`src/rtl/chain_code_pkg.sv`:
```
// Shared Freeman chain-code definitions: direction codes, decoder states and
// the per-direction unit step used by both the encoder and the decoder.
package chain_code_pkg;

   localparam logic [2:0] DIR_E  = 3'd0;
   localparam logic [2:0] DIR_NE = 3'd1;
   localparam logic [2:0] DIR_N  = 3'd2;
   localparam logic [2:0] DIR_NW = 3'd3;
   localparam logic [2:0] DIR_W  = 3'd4;
   localparam logic [2:0] DIR_SW = 3'd5;
   localparam logic [2:0] DIR_S  = 3'd6;
   localparam logic [2:0] DIR_SE = 3'd7;

   typedef enum logic [2:0] {
      IDLE,
      CLEAR,
      PLOT,
      RUN,
      FIN
   } state_t;

   function automatic logic signed [1:0] dir_dx(input logic [2:0] code);
      case (code)
         DIR_E, DIR_NE, DIR_SE: dir_dx = 2'sd1;
         DIR_NW, DIR_W, DIR_SW: dir_dx = -2'sd1;
         default:               dir_dx = 2'sd0;
      endcase
   endfunction

   // y grows downward, so "north" is a negative step
   function automatic logic signed [1:0] dir_dy(input logic [2:0] code);
      case (code)
         DIR_NE, DIR_N, DIR_NW: dir_dy = -2'sd1;
         DIR_SW, DIR_S, DIR_SE: dir_dy = 2'sd1;
         default:               dir_dy = 2'sd0;
      endcase
   endfunction

endpackage

```
`src/rtl/chain_code_step.sv`:
```
// One chain-code step: next pixel coordinates from (x, y, code) plus a flag
// telling whether that pixel falls outside the image.
module chain_code_step
   import chain_code_pkg::*;
#(
   parameter int IMG_W = 64,
   parameter int IMG_H = 64,
   parameter int XW    = $clog2(IMG_W),
   parameter int YW    = $clog2(IMG_H)
) (
   input  logic [XW-1:0] x,
   input  logic [YW-1:0] y,
   input  logic [2:0]    code,
   output logic [XW-1:0] next_x,
   output logic [YW-1:0] next_y,
   output logic          oob
);

   logic signed [XW:0] sx;
   logic signed [YW:0] sy;

   // One extra bit turns a step below zero into a visible sign bit
   always_comb begin
      sx     = $signed({1'b0, x}) + (XW+1)'(dir_dx(code));
      sy     = $signed({1'b0, y}) + (YW+1)'(dir_dy(code));
      next_x = sx[XW-1:0];
      next_y = sy[YW-1:0];
      oob    = sx[XW] || sy[YW]
               || (32'(sx[XW-1:0]) >= IMG_W)
               || (32'(sy[YW-1:0]) >= IMG_H);
   end

endmodule

```
`src/rtl/chain_code_decoder.sv`:
```
// Chain-code decoder: clears the frame RAM, plots the start pixel, then walks
// one pixel per accepted code and writes a 1 at every visited location.
module chain_code_decoder
   import chain_code_pkg::*;
#(
   parameter int IMG_W = 64,
   parameter int IMG_H = 64,
   parameter int AW    = $clog2(IMG_W*IMG_H),
   parameter int XW    = $clog2(IMG_W),
   parameter int YW    = $clog2(IMG_H)
) (
   input  logic          clk,
   input  logic          reset,
   input  logic          start,
   input  logic [XW-1:0] start_x,
   input  logic [YW-1:0] start_y,
   input  logic [2:0]    code,
   input  logic          code_valid,
   input  logic          code_last,
   output logic          code_ready,
   output logic          wr_en,
   output logic [AW-1:0] wr_addr,
   output logic          wr_data,
   output logic          busy,
   output logic          done,
   output logic          error
);

   localparam logic [AW-1:0] LAST_ADDR  = AW'(IMG_W*IMG_H - 1);
   localparam logic [AW-1:0] ROW_STRIDE = AW'(IMG_W);

   state_t        state_q, state_d;
   logic [AW-1:0] cnt_q, cnt_d;
   logic [XW-1:0] x_q, x_d, step_x;
   logic [YW-1:0] y_q, y_d, step_y;
   logic          step_oob;
   logic          wr_en_d, wr_data_d, busy_d, done_d, error_d;
   logic [AW-1:0] wr_addr_d;

   // Row-major address; a power-of-two stride reduces to a shift
   function automatic logic [AW-1:0] pixel_addr(input logic [XW-1:0] px,
                                                 input logic [YW-1:0] py);
      return AW'(py) * ROW_STRIDE + AW'(px);
   endfunction

   chain_code_step #(
      .IMG_W(IMG_W),
      .IMG_H(IMG_H),
      .XW   (XW),
      .YW   (YW)
   ) u_step (
      .x     (x_q),
      .y     (y_q),
      .code  (code),
      .next_x(step_x),
      .next_y(step_y),
      .oob   (step_oob)
   );

   assign code_ready = (state_q == RUN);

   // NOTE: every variable gets a default first so no path can infer a latch.
   always_comb begin
      state_d   = state_q;
      cnt_d     = cnt_q;
      x_d       = x_q;
      y_d       = y_q;
      wr_en_d   = 1'b0;
      wr_addr_d = wr_addr;
      wr_data_d = wr_data;
      done_d    = 1'b0;
      error_d   = error;

      case (state_q)
         IDLE: begin
            if (start) begin
               x_d     = start_x;
               y_d     = start_y;
               error_d = 1'b0;
               if ((32'(start_x) >= IMG_W) || (32'(start_y) >= IMG_H)) begin
                  error_d = 1'b1;
                  state_d = FIN;
               end else begin
                  // Address 0 is written straight away; cnt holds the next one
                  wr_en_d   = 1'b1;
                  wr_addr_d = '0;
                  wr_data_d = 1'b0;
                  cnt_d     = AW'(1);
                  state_d   = CLEAR;
               end
            end
         end

         CLEAR: begin
            wr_en_d   = 1'b1;
            wr_addr_d = cnt_q;
            wr_data_d = 1'b0;
            if (cnt_q == LAST_ADDR) state_d = PLOT;
            else                    cnt_d   = cnt_q + AW'(1);
         end

         PLOT: begin
            wr_en_d   = 1'b1;
            wr_addr_d = pixel_addr(x_q, y_q);
            wr_data_d = 1'b1;
            state_d   = RUN;
         end

         RUN: begin
            if (code_valid) begin
               if (step_oob) begin
                  error_d = 1'b1;
                  state_d = FIN;
               end else begin
                  x_d       = step_x;
                  y_d       = step_y;
                  wr_en_d   = 1'b1;
                  wr_addr_d = pixel_addr(step_x, step_y);
                  wr_data_d = 1'b1;
                  if (code_last) state_d = FIN;
               end
            end
         end

         FIN: begin
            done_d  = 1'b1;
            state_d = IDLE;
         end

         default: state_d = IDLE;
      endcase

      busy_d = (state_d != IDLE);
   end

   // NOTE: sequential state uses non-blocking assignments only.
   always_ff @(posedge clk or posedge reset) begin
      if (reset) begin
         state_q <= IDLE;
         cnt_q   <= '0;
         x_q     <= '0;
         y_q     <= '0;
         wr_en   <= 1'b0;
         wr_addr <= '0;
         wr_data <= 1'b0;
         busy    <= 1'b0;
         done    <= 1'b0;
         error   <= 1'b0;
      end else begin
         state_q <= state_d;
         cnt_q   <= cnt_d;
         x_q     <= x_d;
         y_q     <= y_d;
         wr_en   <= wr_en_d;
         wr_addr <= wr_addr_d;
         wr_data <= wr_data_d;
         busy    <= busy_d;
         done    <= done_d;
         error   <= error_d;
      end
   end

endmodule

```
`config.mk`:
```
export PLATFORM = sky130hd
export DESIGN_NAME = chain_code_decoder
export DESIGN_NICKNAME = d
export VERILOG_FILES = /design/src/rtl/chain_code_pkg.sv /design/src/rtl/chain_code_step.sv /design/src/rtl/chain_code_decoder.sv
export SDC_FILE = /design/constraint.sdc
export NUM_CORES = 1
export LEC_CHECK = 0
export BUFFER_PORTS_ARGS = -buffer_cell sky130_fd_sc_hd__buf_2
export CAP_MARGIN = 20
export CORE_MARGIN = 2
export CORE_UTILIZATION = 40
export CTS_CLUSTER_SIZE = 40
export DETAILED_ROUTE_END_ITERATION = 12
export PLACE_DENSITY = 0.64
export RECOVER_POWER = 25
export SLEW_MARGIN = 30
export SYNTH_ARGS = -nofsm -noshare
export SYNTH_HDL_FRONTEND = slang
export SYNTH_SLANG_ARGS = --single-unit
```
`constraint.sdc`:
```
create_clock -name clk -period 3.6 [get_ports clk]
set_clock_uncertainty 0.2 [all_clocks]
set_input_delay 0.54 -clock clk [delete_from_list [all_inputs] [get_ports clk]]
set_output_delay 0.54 -clock clk [all_outputs]
set_load 0.02 [all_outputs]
```
== After elaboration in Yosys (flattened, before gate mapping) ==
Index checks and enable logic that the tools add are counted.

* Register bits after elaboration: 44
* Word-level logic and storage cells: 83

* $add $sub $neg: 5
* Equality and inequality tests: 17
* Muxes and demuxes: 35
* Reduce and logical (&&, ||, !) cells: 16

{| class="wikitable"
|+ Operators with widths
! kind !! count
|-
| $mux W12 || 5
|-
| $pmux W12 S4 || 1
|-
| $mux W6 || 6
|-
| $add A12 B6 Y12 || 2
|-
| $pmux W12 S2 || 1
|-
| $pmux W6 S2 || 2
|-
| $eq A3 B3 Y1 const B || 5
|-
| $mux W3 || 5
|-
| $add A7 B2 Y7 || 2
|-
| $add A12 B1 Y12 const B || 1
|-
| $eq A12 B12 Y1 const B || 1
|-
| $eq A3 B2 Y1 const B || 4
|-
| $pmux W3 S4 || 1
|-
| $reduce_and A4 Y1 || 3
|-
| $reduce_or A3 Y1 || 4
|-
| $mux W1 || 9
|-
| $ne A2 B2 Y1 const B || 4
|-
| $pmux W2 S2 || 2
|-
| $eq A3 B1 Y1 const B || 2
|-
| $logic_not A3 Y1 || 2
|-
| $pmux W1 S4 || 1
|-
| $reduce_bool A2 Y1 || 2
|-
| $reduce_bool A4 Y1 || 1
|-
| $pmux W1 S3 || 1
|-
| other kinds (6) || 6
|}

== Depth between registers and ports, before layout ==
* Depth after elaboration: 9
* Mapped depth: 11
* Gate-level depth less buffers: 10

== Hierarchy ==
From an unflattened synthesis, not the netlist that was laid out.

* Cells, all modules: 307
* Area, all modules: 2,870.3 um2

{| class="wikitable"
|+ Modules (own cells, without submodules)
! module !! instances !! cells each !! area each (um2) !! seq. area each (um2)
|-
| chain_code_decoder || 1 || 237 || 2,341.0 || 1,101.1
|-
| chain_code_step || 1 || 70 || 529.3 || 0.0
|}

== Least setup slack after synthesis ==
No wires, ideal clock.

* Path type: input-to-reg
* Start point: input port code[0]
* End point: register wr_addr[0]
* Library setup time: 0.125 ns
* Data arrival time: 2.894 ns
* Required time: 3.275 ns
* Slack: 0.381 ns
* Stages: 10
* Path buffers: 1
* Cell sequence: or2_2 -> ha_1 -> fa_1 -> a211oi_2 -> nor4b_1 -> a311oi_2 -> nand3_2 -> a21oi_4 -> buf_12 -> mux2_4

* Word-level cells in the longest chain between the ends: 8
* Elaborated cells on any way between the ends: 23
* Those cells by class: 3 x add/sub; 8 x eq/ne; 5 x mux; 7 x reduce/logical

{| class="wikitable"
|+ Ends and longest elaborated chain
! element !! RTL line !! text
|-
| start, declared || chain_code_decoder.sv:17 || <nowiki>input logic [2:0] code,</nowiki>
|-
| $eq A3 B3 Y1, or another cell as far along || chain_code_pkg.sv:23 || <nowiki>case (code)</nowiki>
|-
| $reduce_or A3 Y1 || chain_code_pkg.sv:23 ||
|-
| $pmux W2 S2 || chain_code_pkg.sv:23 ||
|-
| $add A7 B2 Y7 || chain_code_step.sv:24 || <nowiki>sx = $signed({1'b0, x}) + (XW+1)'(dir_dx(code));</nowiki>
|-
| $add A12 B6 Y12 || chain_code_decoder.sv:43 || <nowiki>return AW'(py) * ROW_STRIDE + AW'(px);</nowiki>
|-
| $mux W12 || chain_code_decoder.sv:111 || <nowiki>if (step_oob) begin</nowiki>
|-
| $mux W12 || chain_code_decoder.sv:110 || <nowiki>if (code_valid) begin</nowiki>
|-
| $pmux W12 S4 || chain_code_decoder.sv:74 || <nowiki>case (state_q)</nowiki>
|-
| end signal, assigned || chain_code_decoder.sv:155 || <nowiki>wr_addr <= wr_addr_d;</nowiki>
|-
| end, declared || chain_code_decoder.sv:22 || <nowiki>output logic [AW-1:0] wr_addr,</nowiki>
|}

Several ways; a longest one is shown, not always the timed one. The select of a mux whose other input is x is not followed.
A chain may end at the register's enable or synchronous reset.

== Worst setup path after layout ==
* Start point: input port code[0]
* End point: register x_q[2]

* Word-level cells in the longest chain between the ends: 7
* Elaborated cells on any way between the ends: 22
* Those cells by class: 2 x add/sub; 8 x eq/ne; 5 x mux; 7 x reduce/logical

{| class="wikitable"
|+ Ends and longest elaborated chain
! element !! RTL line !! text
|-
| $eq A3 B3 Y1, or another cell as far along || chain_code_pkg.sv:23 ||
|-
| $reduce_or A3 Y1, on equally long branches || chain_code_pkg.sv:23, chain_code_pkg.sv:32 ||
|-
| $pmux W2 S2, on equally long branches || chain_code_pkg.sv:23, chain_code_pkg.sv:32 ||
|-
| $add A7 B2 Y7, on equally long branches || chain_code_step.sv:24, chain_code_step.sv:25 ||
|-
| $mux W6 / $logic_or A1 B1 Y1 (equally long branches) || chain_code_decoder.sv:111, chain_code_step.sv:28 ||
|-
| $mux W6 / $ne A2 B2 Y1 (equally long branches) || - ||
|-
| $pmux W6 S2 / $reduce_and A4 Y1 (equally long branches) || - ||
|-
| end signal, assigned || chain_code_decoder.sv:141 || <nowiki>x_q <= '0;</nowiki>
|-
| end signal, assigned || chain_code_decoder.sv:152 || <nowiki>x_q <= x_d;</nowiki>
|-
| end, declared || chain_code_decoder.sv:34 || <nowiki>logic [XW-1:0] x_q, x_d, step_x;</nowiki>
|}

Several ways; a longest one is shown, not always the timed one. The select of a mux whose other input is x is not followed.

==> impl_results.html <==
<table>
<tr><th>Metric</th><th>Value</th></tr>
<tr><th colspan="2">Synth</th></tr>
<tr><td>Mux contribution to synthesized area</td><td>7.984%</td></tr>
<tr><td>Synthesis warning total</td><td>0</td></tr>
<tr><td>Post-synth net total</td><td>322</td></tr>
<tr><td>Post-Synthesis Cells</td><td>287</td></tr>
<tr><td>Area share of xor/xnor cells in the synthesized design</td><td>4.371%</td></tr>
<tr><td>Register bit count reported by yosys</td><td>44</td></tr>
<tr><td>Compound-Gate Fraction of Synth Area</td><td>20.70%</td></tr>
<tr><td>Fraction of registers with async set/reset</td><td>100.0%</td></tr>
<tr><td>Number of enable flip-flop cells after synthesis</td><td>0</td></tr>
<tr><td>Area contributors post-synth</td><td>dfrtp_1, nor2_1, ha_1, mux2_4, o22a_1</td></tr>
<tr><td>Most numerous cell types in the synthesized netlist</td><td>nor2_1, dfrtp_1, a21oi_1, nand2_1, ha_1</td></tr>
<tr><td>Area share of the largest cell type after synthesis</td><td>39.25%</td></tr>
<tr><td>Simple-gate share of the synthesized area</td><td>17.31%</td></tr>
<tr><td>Sequential cell area fraction in the yosys report</td><td>39.25%</td></tr>
<tr><td>Mean Syn Cell Area</td><td>9.774 um2</td></tr>
<tr><td>Cell type contributing the most total cell area after synthesis</td><td>dfrtp_1</td></tr>
<tr><td>Most frequent cell after synthesis</td><td>nor2_1</td></tr>
<tr><td>Ys flop type</td><td>dfrtp_1</td></tr>
<tr><td>Post-synth cell types</td><td>51</td></tr>
<tr><td>Cell area after synthesis</td><td>2805 um2</td></tr>
<tr><td>Largest family of logic cells by synthesized area</td><td>compound AO/OA/AOI/OAI gates</td></tr>
<tr><td>Synth Area in Adders</td><td>7.226%</td></tr>
<tr><th colspan="2">Drt</th></tr>
<tr><td>Routed wire length per instance</td><td>15.68 um</td></tr>
<tr><td>Post-route DRC violation count</td><td>0</td></tr>
<tr><td>Mean number of vias per cell</td><td>5.325</td></tr>
<tr><td>Number of design-rule violations left by the first detailed-router iteration</td><td>128</td></tr>
<tr><td>Antenna-violating nets left</td><td>0</td></tr>
<tr><td>Wire length reported by the detailed router</td><td>6666 um</td></tr>
<tr><td>Total via count in the routed design</td><td>2,263</td></tr>
<tr><td>1st-pass router iterations</td><td>4</td></tr>
<tr><th colspan="2">STA</th></tr>
<tr><td>RSZ-0062 raised after global routing</td><td>no</td></tr>
<tr><td>Count of endpoints failing setup in the final report</td><td>0</td></tr>
<tr><td>Number of hold-slack violations in the final timing report</td><td>0</td></tr>
<tr><td>Post-route fraction of the period consumed by the critical path</td><td>85.84%</td></tr>
<tr><td>Post-route minimum period</td><td>3.090 ns</td></tr>
<tr><td>Slew Viols, Final</td><td>45</td></tr>
<tr><td>Remaining max-slew budget at the tightest pin</td><td>-29.43%</td></tr>
<tr><td>Measured slew at the worst slew-check pin</td><td>1.931 ns</td></tr>
<tr><td>Smallest hold slack</td><td>0.2969 ns</td></tr>
<tr><td>Post-Route Setup TNS</td><td>0 ns</td></tr>
<tr><td>Max Clk Rate</td><td>323.6 MHz</td></tr>
<tr><th colspan="2">CTS</th></tr>
<tr><td>Number of gates resized after CTS</td><td>0</td></tr>
<tr><td>Buffers from clock root to sink, at most</td><td>2</td></tr>
<tr><td>Buffer cell driving the clock tree root</td><td>clkbuf_8</td></tr>
<tr><td>Clock transition at the registers of the reported paths</td><td>0.08 ns</td></tr>
<tr><td>Clock tree from TritonCTS</td><td>yes</td></tr>
<tr><td>CTS sink count</td><td>44</td></tr>
<tr><td>CTS Hold Bufs</td><td>0</td></tr>
<tr><td>Worst skew pair latency</td><td>0.30 ns</td></tr>
<tr><td>Total setup buffers inserted after CTS</td><td>0</td></tr>
<tr><td>Number of buffers added by the clock tree synthesis step</td><td>5</td></tr>
<tr><td>H-tree levels</td><td>2</td></tr>
<tr><th colspan="2">Finish</th></tr>
<tr><td>Number of non-filler instances in the completed layout</td><td>425</td></tr>
<tr><td>Filler cell count in the final layout</td><td>663</td></tr>
<tr><td>Final cell area excluding filler cells</td><td>3268 um2</td></tr>
<tr><td>Sequential standard cell area</td><td>1101 um2</td></tr>
<tr><td>Fraction of final layout cells sized beyond drive strength 1</td><td>24.62%</td></tr>
<tr><td>Antenna diode count</td><td>0</td></tr>
<tr><td>Area overhead of the layout relative to synthesis</td><td>16.50%</td></tr>
<tr><td>Net count, final</td><td>363</td></tr>
<tr><td>Area of the multi-input gates</td><td>1615 um2</td></tr>
<tr><th colspan="2">GRT</th></tr>
<tr><td>Met2 usage</td><td>28.44%</td></tr>
<tr><td>Maximum number of pins on one net before global-route repair</td><td>45</td></tr>
<tr><td>Met3 track demand over resource</td><td>2.639%</td></tr>
<tr><td>Vias in the first global route</td><td>2,162</td></tr>
<tr><td>Total overflow reported by the global router</td><td>0</td></tr>
<tr><td>M1 GR Usage</td><td>26.19%</td></tr>
<tr><td>Overall track demand over capacity in global routing</td><td>18.10%</td></tr>
<tr><td>Global-route wire length before repair</td><td>10,840 um</td></tr>
<tr><td>Antenna violations before repair</td><td>0</td></tr>
<tr><td>Grt peak-use layer</td><td>met2</td></tr>
<tr><th colspan="2">Floorplan</th></tr>
<tr><td>Die footprint</td><td>7699 um2</td></tr>
<tr><td>Placeable core area</td><td>6794 um2</td></tr>
<tr><td>Initial cell density of the core</td><td>41.29%</td></tr>
<tr><td>IO Pins</td><td>38</td></tr>
<tr><td>Width of the die</td><td>87.75 um</td></tr>
<tr><td>Vertical die dimension</td><td>87.75 um</td></tr>
<tr><td>Number of rows in the core area</td><td>30</td></tr>
<tr><th colspan="2">Worst setup path</th></tr>
<tr><td>Worst-path maximum fanout</td><td>7</td></tr>
<tr><td>Endpoint arrival time on the critical path</td><td>3.13 ns</td></tr>
<tr><td>Endpoint kind of the worst setup timing path</td><td>flop</td></tr>
<tr><td>Worst Path Required</td><td>3.64 ns</td></tr>
<tr><td>Element type at the critical path start</td><td>input port</td></tr>
<tr><td>Startpoint-to-endpoint class of the critical path</td><td>input port to flop</td></tr>
<tr><th colspan="2">Placed design</th></tr>
<tr><td>Placer congestion estimate</td><td>0.8959</td></tr>
<tr><td>Placed wire-length estimate</td><td>5086 um</td></tr>
<tr><td>Count of placed standard cells including taps</td><td>417</td></tr>
<tr><td>Post-Place Cell Area</td><td>3141 um2</td></tr>
<tr><td>Number of input and output port buffers inserted</td><td>37</td></tr>
<tr><th colspan="2">Power and ir drop</th></tr>
<tr><td>Static leakage</td><td>1.507 nW</td></tr>
<tr><td>Max VDD drop</td><td>0.2415 mV</td></tr>
<tr><td>Total power divided by cell area</td><td>701.1 nW/um2</td></tr>
<tr><td>Total chip power</td><td>2.291 mW</td></tr>
<tr><th colspan="2">Job</th></tr>
<tr><td>Number of maximum-capacitance constraint violations</td><td>1</td></tr>
<tr><th colspan="2">Hold path</th></tr>
<tr><td>HP Class</td><td>flop to flop</td></tr>
<tr><th colspan="2">Run status</th></tr>
<tr><td>Outcome</td><td>complete, but fails checks</td></tr>
<tr><td>Failing checks</td><td>capacitance limit, slew limit</td></tr>
</table>
-- layer usage --
metal | vias up | routed length [um]
met5 | - | 0
met4 | 0 | 91
met3 | 7 | 282
met2 | 58 | 3049
met1 | 1075 | 3242
li1 | 1123 | -
-- final cells by class --
class                   count  share of cell area [%]
well taps                  96                   3.675
repair buffers             47                   8.729
flip-flops and latches     44                   33.69
clock inverters             1                  0.9188
inverters                   5                  0.6126
multi-input cells         225                   49.43
clock buffers               7                   2.948
-- per-stage QoR --
stage | utilization (%) | worst slack [ns]
final | 48.10 | 0.5097
after global routing | 48.10 | 0.3684
after CTS | 48.08 | 0.5295
after detailed placement | 46.22 | 0.2026
after global placement | 46.22 | 0.2469
after floorplan | - | 0.3814
-- layout by cell type (no fill, tap or decap), types with 4 or more instances in the layout --
master and instances:
or2_2 4, nand2_1 14, nand3_1 9, clkbuf_8 7
nor2_1 50, ha_1 13, a31oi_1 7, dfrtp_1 44
buf_2 37, mux2_4 9, a21oi_1 14, o21bai_1 5
mux2_2 4, o22a_1 11, xor2_1 7, buf_4 8
o21ai_0 8, a22oi_1 12, xnor2_1 7
-- critical path, cell delays in order --
cell and delay (ns):
buf_2 0.11, nand2b_1 0.19, ha_1 0.24, fa_1 0.43, a211oi_2 0.26, nor3b_1 0.13
a211o_1 0.36, and3_1 0.27, buf_4 0.19, a31oi_1 0.23, o22a_1 0.18
-- power by group --
group          internal (mW)  leakage, nW  total, mW  switching [mW]
sequential             0.648        0.545      0.823           0.175
combinational          0.493        0.898       1.06           0.563
clock                  0.245       0.0645      0.413           0.168
-- final timing paths --
kind | from | end | slack [ns] | cells past startpoint
setup reg to reg | x_q[0] | x_q[2] | 0.64 | 9
hold / removal | wr_addr[8] | wr_addr[8] | 0.30 | 1
min in group asynchronous | reset | busy | 0.52 | 2
max in group asynchronous | reset | cnt_q[4] | 1.80 | 2
hold reg to reg | wr_addr[8] | wr_addr[8] | 0.30 | 1
setup / recovery | code[0] | x_q[2] | 0.51 | 11
-- flip-flops by register name, summed over array words and instances (netlist names) --
name and count:
busy 1, cnt_q 12, done 1, error 1, state_q 3, wr_addr 12
wr_data 1, wr_en 1, x_q 6, y_q 6
-- logic make-up (layout without fill, tap and decap cells) --
| logic type | after synthesis | count (layout) |
|---|---|---|
| AOI/OAI and AO/OA | 78 | 78 |
| xor gates and xnor gates | 14 | 14 |
| adders and majority gates | 15 | 15 |
| buffers and inverters | 18 | 60 |
| DFF | 44 | 44 |
| muxes | 17 | 17 |
| and+or+nand+nor | 101 | 101 |
Power figures use the tool's default switching activity.
